<file path="config.mk">
export PLATFORM = sky130hd
export DESIGN_NAME = alu_dispatch
export DESIGN_NICKNAME = d
export VERILOG_FILES = /design/src/rtl/alu_pkg.sv /design/src/rtl/alu_dispatch_fifo.sv /design/src/rtl/alu_dispatch.sv
export SDC_FILE = /design/constraint.sdc
export NUM_CORES = 2
export LEC_CHECK = 0
export CORE_MARGIN = 2
export CORE_UTILIZATION = 43
export DETAILED_ROUTE_END_ITERATION = 10
export SYNTH_ARGS = -nofsm -noshare
export SYNTH_HDL_FRONTEND = slang
export SYNTH_SLANG_ARGS = --single-unit
</file>
<file path="constraint.sdc">
create_clock -name clk -period 26.6 [get_ports clk]
set_clock_uncertainty 0.15 [all_clocks]
set_input_delay 5.32 -clock clk [delete_from_list [all_inputs] [get_ports clk]]
set_output_delay 5.32 -clock clk [all_outputs]
set_load 0.005 [all_outputs]
</file>
<file path="src/rtl/alu_pkg.sv">
// Package shared by the ALU issue stage.
// Opcode encodings, flag bit positions inside the 5-bit ALU flag vector,
// and the datapath widths.
package alu_pkg;

  localparam int DATA_W  = 32;
  localparam int FLAGS_W = 5;
  localparam int OP_W    = 4;

  // ALU opcodes; 10..15 are unused and make the ALU return 0.
  localparam logic [OP_W-1:0] ADD  = 4'd0;
  localparam logic [OP_W-1:0] SUB  = 4'd1;
  localparam logic [OP_W-1:0] SL   = 4'd2;
  localparam logic [OP_W-1:0] SR   = 4'd3;
  localparam logic [OP_W-1:0] AND  = 4'd4;
  localparam logic [OP_W-1:0] OR   = 4'd5;
  localparam logic [OP_W-1:0] XOR  = 4'd6;
  localparam logic [OP_W-1:0] NAND = 4'd7;
  localparam logic [OP_W-1:0] NOT  = 4'd8;
  localparam logic [OP_W-1:0] NOR  = 4'd9;

  // Bit positions in the flag vector {LF,GF,EF,NF,ZF}.
  localparam int ZF = 0;
  localparam int NF = 1;
  localparam int EF = 2;
  localparam int GF = 3;
  localparam int LF = 4;

endpackage

</file>
<file path="src/rtl/alu_dispatch_fifo.sv">
// Synchronous instruction FIFO for the ALU issue stage.
// Read data is the current head (not registered), so a pushed entry can be
// popped on the very next edge.
// Ports:
//   clk, rst        clock, asynchronous active-high reset
//   push, din       write strobe and entry (ignored when full unless popping)
//   pop, dout       read strobe and current head entry
//   empty, full     occupancy status
module alu_dispatch_fifo
  import alu_pkg::*;
#(
  parameter int DEPTH = 4,
  parameter int W     = 8
) (
  input  logic         clk,
  input  logic         rst,
  input  logic         push,
  input  logic [W-1:0] din,
  input  logic         pop,
  output logic [W-1:0] dout,
  output logic         empty,
  output logic         full
);

  localparam int AW = $clog2(DEPTH);

  // One extra pointer bit distinguishes full from empty when the indices match.
  logic [AW:0]  wr_ptr;
  logic [AW:0]  rd_ptr;
  logic [W-1:0] mem [DEPTH];
  logic         do_push;
  logic         do_pop;

  assign empty   = (wr_ptr == rd_ptr);
  assign full    = (wr_ptr[AW] != rd_ptr[AW]) && (wr_ptr[AW-1:0] == rd_ptr[AW-1:0]);
  assign do_pop  = pop && !empty;
  assign do_push = push && (!full || pop);
  assign dout    = mem[rd_ptr[AW-1:0]];

  always_ff @(posedge clk or posedge rst) begin
    if (rst) begin
      wr_ptr <= '0;
      rd_ptr <= '0;
      // NOTE: storage is cleared too so every register in the block powers up
      // at 0; drop this loop if the array must map onto a RAM macro.
      for (int i = 0; i < DEPTH; i++) mem[i] <= '0;
    end else begin
      // NOTE: state is updated with non-blocking assignments so every
      // register samples the values from before this edge.
      if (do_push) begin
        mem[wr_ptr[AW-1:0]] <= din;
        wr_ptr              <= wr_ptr + 1'b1;
      end
      if (do_pop) rd_ptr <= rd_ptr + 1'b1;
    end
  end

endmodule

</file>
<file path="src/rtl/alu_dispatch.sv">
// ALU issue stage: instruction FIFO -> issue register (drives the ALU) ->
// result register with valid/ready, plus a register file written back from
// the ALU result. r0 reads as zero and writes to it are dropped.
// Configuration macro: ALU_DISPATCH_BYPASS_EN
//   defined   : the ALU result is forwarded to a dependent head instruction,
//               so dependent ops issue every cycle.
//   undefined : a dependent head waits one bubble and reads the register
//               file after the producer's write.
// Ports:
//   clk, rst                         clock, asynchronous active-high reset
//   in_valid/in_ready                instruction handshake (in_ready = FIFO not full)
//   in_op/rd/rs1/rs2/imm/use_imm     decoded instruction
//   alu_ctrl/alu_a/alu_b             registered ALU inputs
//   alu_res/alu_flags                combinational ALU outputs
//   out_valid/out_ready              result handshake
//   out_rd/out_res/out_flags         held result
//   busy                             any instruction buffered or in flight
module alu_dispatch
  import alu_pkg::*;
#(
  parameter  int DEPTH = 4,
  parameter  int NREGS = 16,
  localparam int RA_W  = $clog2(NREGS)
) (
  input  logic               clk,
  input  logic               rst,
  input  logic               in_valid,
  output logic               in_ready,
  input  logic [OP_W-1:0]    in_op,
  input  logic [RA_W-1:0]    in_rd,
  input  logic [RA_W-1:0]    in_rs1,
  input  logic [RA_W-1:0]    in_rs2,
  input  logic [DATA_W-1:0]  in_imm,
  input  logic               in_use_imm,
  output logic [OP_W-1:0]    alu_ctrl,
  output logic [DATA_W-1:0]  alu_a,
  output logic [DATA_W-1:0]  alu_b,
  input  logic [DATA_W-1:0]  alu_res,
  input  logic [FLAGS_W-1:0] alu_flags,
  output logic               out_valid,
  input  logic               out_ready,
  output logic [RA_W-1:0]    out_rd,
  output logic [DATA_W-1:0]  out_res,
  output logic [FLAGS_W-1:0] out_flags,
  output logic               busy
);

  typedef struct packed {
    logic [OP_W-1:0]   op;
    logic [RA_W-1:0]   rd;
    logic [RA_W-1:0]   rs1;
    logic [RA_W-1:0]   rs2;
    logic [DATA_W-1:0] imm;
    logic              use_imm;
  } instr_t;

`ifdef ALU_DISPATCH_BYPASS_EN
  localparam bit BYP_EN = 1'b1;
`else
  localparam bit BYP_EN = 1'b0;
`endif

  instr_t            fifo_din;
  instr_t            head;
  logic              fifo_empty;
  logic              fifo_full;
  logic              push;
  logic              pop;
  logic              i_valid;
  logic [RA_W-1:0]   i_rd;
  logic [DATA_W-1:0] rf [NREGS];
  logic              r_load;
  logic              i_free;
  logic              wr_en;
  logic              hazard;
  logic [DATA_W-1:0] op_a;
  logic [DATA_W-1:0] op_b;

  assign fifo_din = '{op: in_op, rd: in_rd, rs1: in_rs1, rs2: in_rs2,
                      imm: in_imm, use_imm: in_use_imm};
  assign in_ready = !fifo_full;
  assign push     = in_valid && in_ready;

  alu_dispatch_fifo #(.DEPTH(DEPTH), .W($bits(instr_t))) u_fifo (
    .clk   (clk),
    .rst   (rst),
    .push  (push),
    .din   (fifo_din),
    .pop   (pop),
    .dout  (head),
    .empty (fifo_empty),
    .full  (fifo_full)
  );

  // Stage R accepts when empty or draining; stage I may load when empty or
  // when its content moves into stage R on this edge.
  assign r_load = !out_valid || out_ready;
  assign i_free = !i_valid || r_load;
  // Write-back coincides with stage R capturing the ALU result.
  assign wr_en  = i_valid && r_load && (i_rd != '0);

  // Without forwarding, a head that reads the issuing rd waits one cycle so
  // its operand comes from the register file after the write-back.
  assign hazard = !BYP_EN && i_valid && (i_rd != '0) &&
                  ((head.rs1 == i_rd) || (!head.use_imm && (head.rs2 == i_rd)));
  assign pop    = !fifo_empty && i_free && !hazard;

  assign busy   = !fifo_empty || i_valid || out_valid;

  function automatic logic [DATA_W-1:0] read_reg(input logic [RA_W-1:0] src);
    if (src == '0)                            return '0;
    if (BYP_EN && i_valid && (i_rd == src))   return alu_res;
    if (wr_en && (i_rd == src))               return alu_res;
    return rf[src];
  endfunction

  always_comb begin
    // NOTE: every output of this block is assigned on every path, so no
    // latch is inferred.
    op_a = read_reg(head.rs1);
    op_b = head.use_imm ? head.imm : read_reg(head.rs2);
  end

  always_ff @(posedge clk or posedge rst) begin
    if (rst) begin
      i_valid   <= 1'b0;
      i_rd      <= '0;
      alu_ctrl  <= '0;
      alu_a     <= '0;
      alu_b     <= '0;
      out_valid <= 1'b0;
      out_rd    <= '0;
      out_res   <= '0;
      out_flags <= '0;
      for (int i = 0; i < NREGS; i++) rf[i] <= '0;
    end else begin
      // Stage I: a hazard leaves it invalid (bubble) while the ALU inputs hold.
      if (i_free) begin
        i_valid <= pop;
        if (pop) begin
          alu_ctrl <= head.op;
          alu_a    <= op_a;
          alu_b    <= op_b;
          i_rd     <= head.rd;
        end
      end
      // Stage R.
      if (r_load) begin
        out_valid <= i_valid;
        if (i_valid) begin
          out_res   <= alu_res;
          out_flags <= alu_flags;
          out_rd    <= i_rd;
        end
      end
      if (wr_en) rf[i_rd] <= alu_res;
    end
  end

endmodule

</file>
==> results.ini <==
[clock_network]
htreeDepth = 3
clk_pin_slew_worst_paths_ps = 60
cts_inserted_buffers = 90
clock_path_buffers = 3
cts_tree = done
cts_sinks = 829
clk_latency_ps = 660
clock-root-buffer = clkbuf_16
ctsHoldBuffers = 0
ctsResizeCount = 0
cts_setup_buffers = 0

[die]
start_util = 0.434
placementRows = 113
dieHeight_um = 313
coreArea_um2 = 94900
die_area_um2 = 98200
io_pins = 202
die_w_um = 313

[finish]
multiInputGateArea_um2 = 19200
layout_commonest_cell = dfrtp_1
fill_cells = 8131
nNetsFinal = 3328
seqCellArea_um2 = 20700
drive_gt1_frac = 0.330
final_cell_mix = 827 x dfrtp_1, 739 x mux2_2, 333 x mux2i_1
area_growth_pct = 14.7

[drt]
dr_total_vias = 27400
vias_per_cell = 5.98
post-route-drc-count = 0
wl_met3_um = 7930
top_layer = met5
dr_wl_met2_um = 57700
drt-initial-drc-count = 1776
wl_met1_um = 51500
ant_nets = 0
drt_wl_total_um = 121000
wl_per_cell_um = 26.5
first_pass_iters = 5

[grt]
grt_usage = 0.246
first_global_vias = 29000
grt_max_degree = 211
grt_first_pass_wirelength_um = 183000
antenna_found_initial = 10
grt.overflow.total = 0

[critical_path]
worstPathRequired_ps = 27050
worstSetupStartpointType = input pin
crit_type = in -> async
cp.arrival_ps = 8950
worst_setup_path_end_kind = asynchronous set/reset pin
crit_path_max_fanout = 179

[placed_design]
dpl.hpwl_um = 70000
place_congestion = 0.790
place_ws_ps = 17410
portBuffers = 201

[synth]
ys_seq_area_frac = 0.504
synth.distinct_cells = 46
synthCells = 3194
ys_seq_elements = 829
synth_fp_nets = 3289
synth_area_um2 = 41200
synth_edf_count = 0
synth.avg_cell_area_um2 = 12.9
ys_warn_count = 0
synth-async-reset-ratio = 1.00
ys.flop_type = dfrtp_1

[sta]
finalCritPeriodShare = 0.319
finalHoldViolations = 0
worstMarginPinSlew_ps = 1200
drv_slew = 0
slew_headroom = 0.203
setup_tns_ps = 0
clock.fmax_mhz = 118
setup_slack_ps = 18110
finalSetupViolCount = 0
fin_crit_ps = 8490
rsz0062_at_grt = no

[job]
cap_viol_max_count = 0

[run_status]
status = complete, no violations

[worst_hold_path]
min_path_type = reg -> reg

-- layout make-up --
class                           instances  share of cell area
Clock buffer                          132              0.0579
Sequential cell                       829               0.440
Timing Repair Buffer                  251              0.0516
Inverter                                4            0.000398
Clock inverter                         35             0.00965
Tap cell                             1265              0.0335
Multi-Input combinational cell       2057               0.407
Antenna cell                            3            0.000159
-- flip-flops by register name (all words and copies together), names as in the netlist, 4 cells and up --
name and count:
out_rd 4, rf 512, out_res 32, alu_ctrl 4
out_flags 5, u_fifo.mem 196, i_rd 4, alu_a 32
alu_b 32
-- metrics by stage --
stage	hold slack (ps)	util	cell area, um^2	cells
detailed placement	238	0.464	44000	4406
global route	262	0.497	47200	4574
finish	250	0.497	47200	4576
floorplan	295	-	41200	3194
global placement	230	0.464	44000	4406
CTS	251	0.497	47200	4573
-- path summary, 6_finish.rpt --
path / from / cells after the start / endpoint / slack, ps
setup / recovery: rst / 5 / rf[180] / 18110
hold / removal: rf[483] / 0 / rf[483] / 250
setup reg to reg: u_fifo.rd_ptr[0] / 8 / alu_a[30] / 21310
hold reg to reg: rf[483] / 0 / rf[483] / 250
max in group clk: u_fifo.rd_ptr[0] / 4 / busy / 18230
min in group asynchronous: rst / 2 / alu_ctrl[1] / 5050
-- worst max-delay path: stages --
cell	delay (ps)
clkdlybuf4s50_1	450
clkinvlp_4	560
buf_4	790
buf_12	570
buf_12	660
-- per-layer routing --
layer | vias to the layer above | track usage
li1 | 11800 | -
met1 | 14500 | 0.323
met2 | 799 | 0.401
met3 | 261 | 0.0528
met4 | 14 | 0.0921
met5 | - | 0
-- cell families after synthesis --
logic type | Yosys count | synth area share
fa+ha+maj | 5 | 0.00152
mux | 1190 | 0.346
simple gates | 506 | 0.0516
buf+inv | 308 | 0.0329
flops | 829 | 0.504
compound gates | 341 | 0.0609
xor+xnor | 15 | 0.00319
-- cell usage after synthesis (3+ instances only) --
master	count	area (um^2)
a22o_1	33	289
ha_1	5	62.6
a41o_1	31	310
a21oi_1	63	315
o21ai_0	15	75.1
mux2_2	740	8330
xnor2_1	12	105
nand2_1	342	1280
nand2b_1	34	213
and2_1	4	25.0
o22ai_1	31	194
buf_4	10	75.1
o221ai_1	62	543
clkbuf_1	174	653
nor2b_1	3	18.8
mux2i_1	333	3330
dfrtp_1	829	20700
nor2_1	42	158
xor2_1	3	26.3
inv_1	4	15.0
mux2_4	5	75.1
mux4_2	110	2480
o211ai_1	64	480
buf_2	68	340
nand3_1	69	345
buf_6	10	113
buf_1	42	158
a31oi_1	32	200
Power is not shown: default switching activity piles up to over one toggle a cycle in this logic, so the estimate is an artifact.
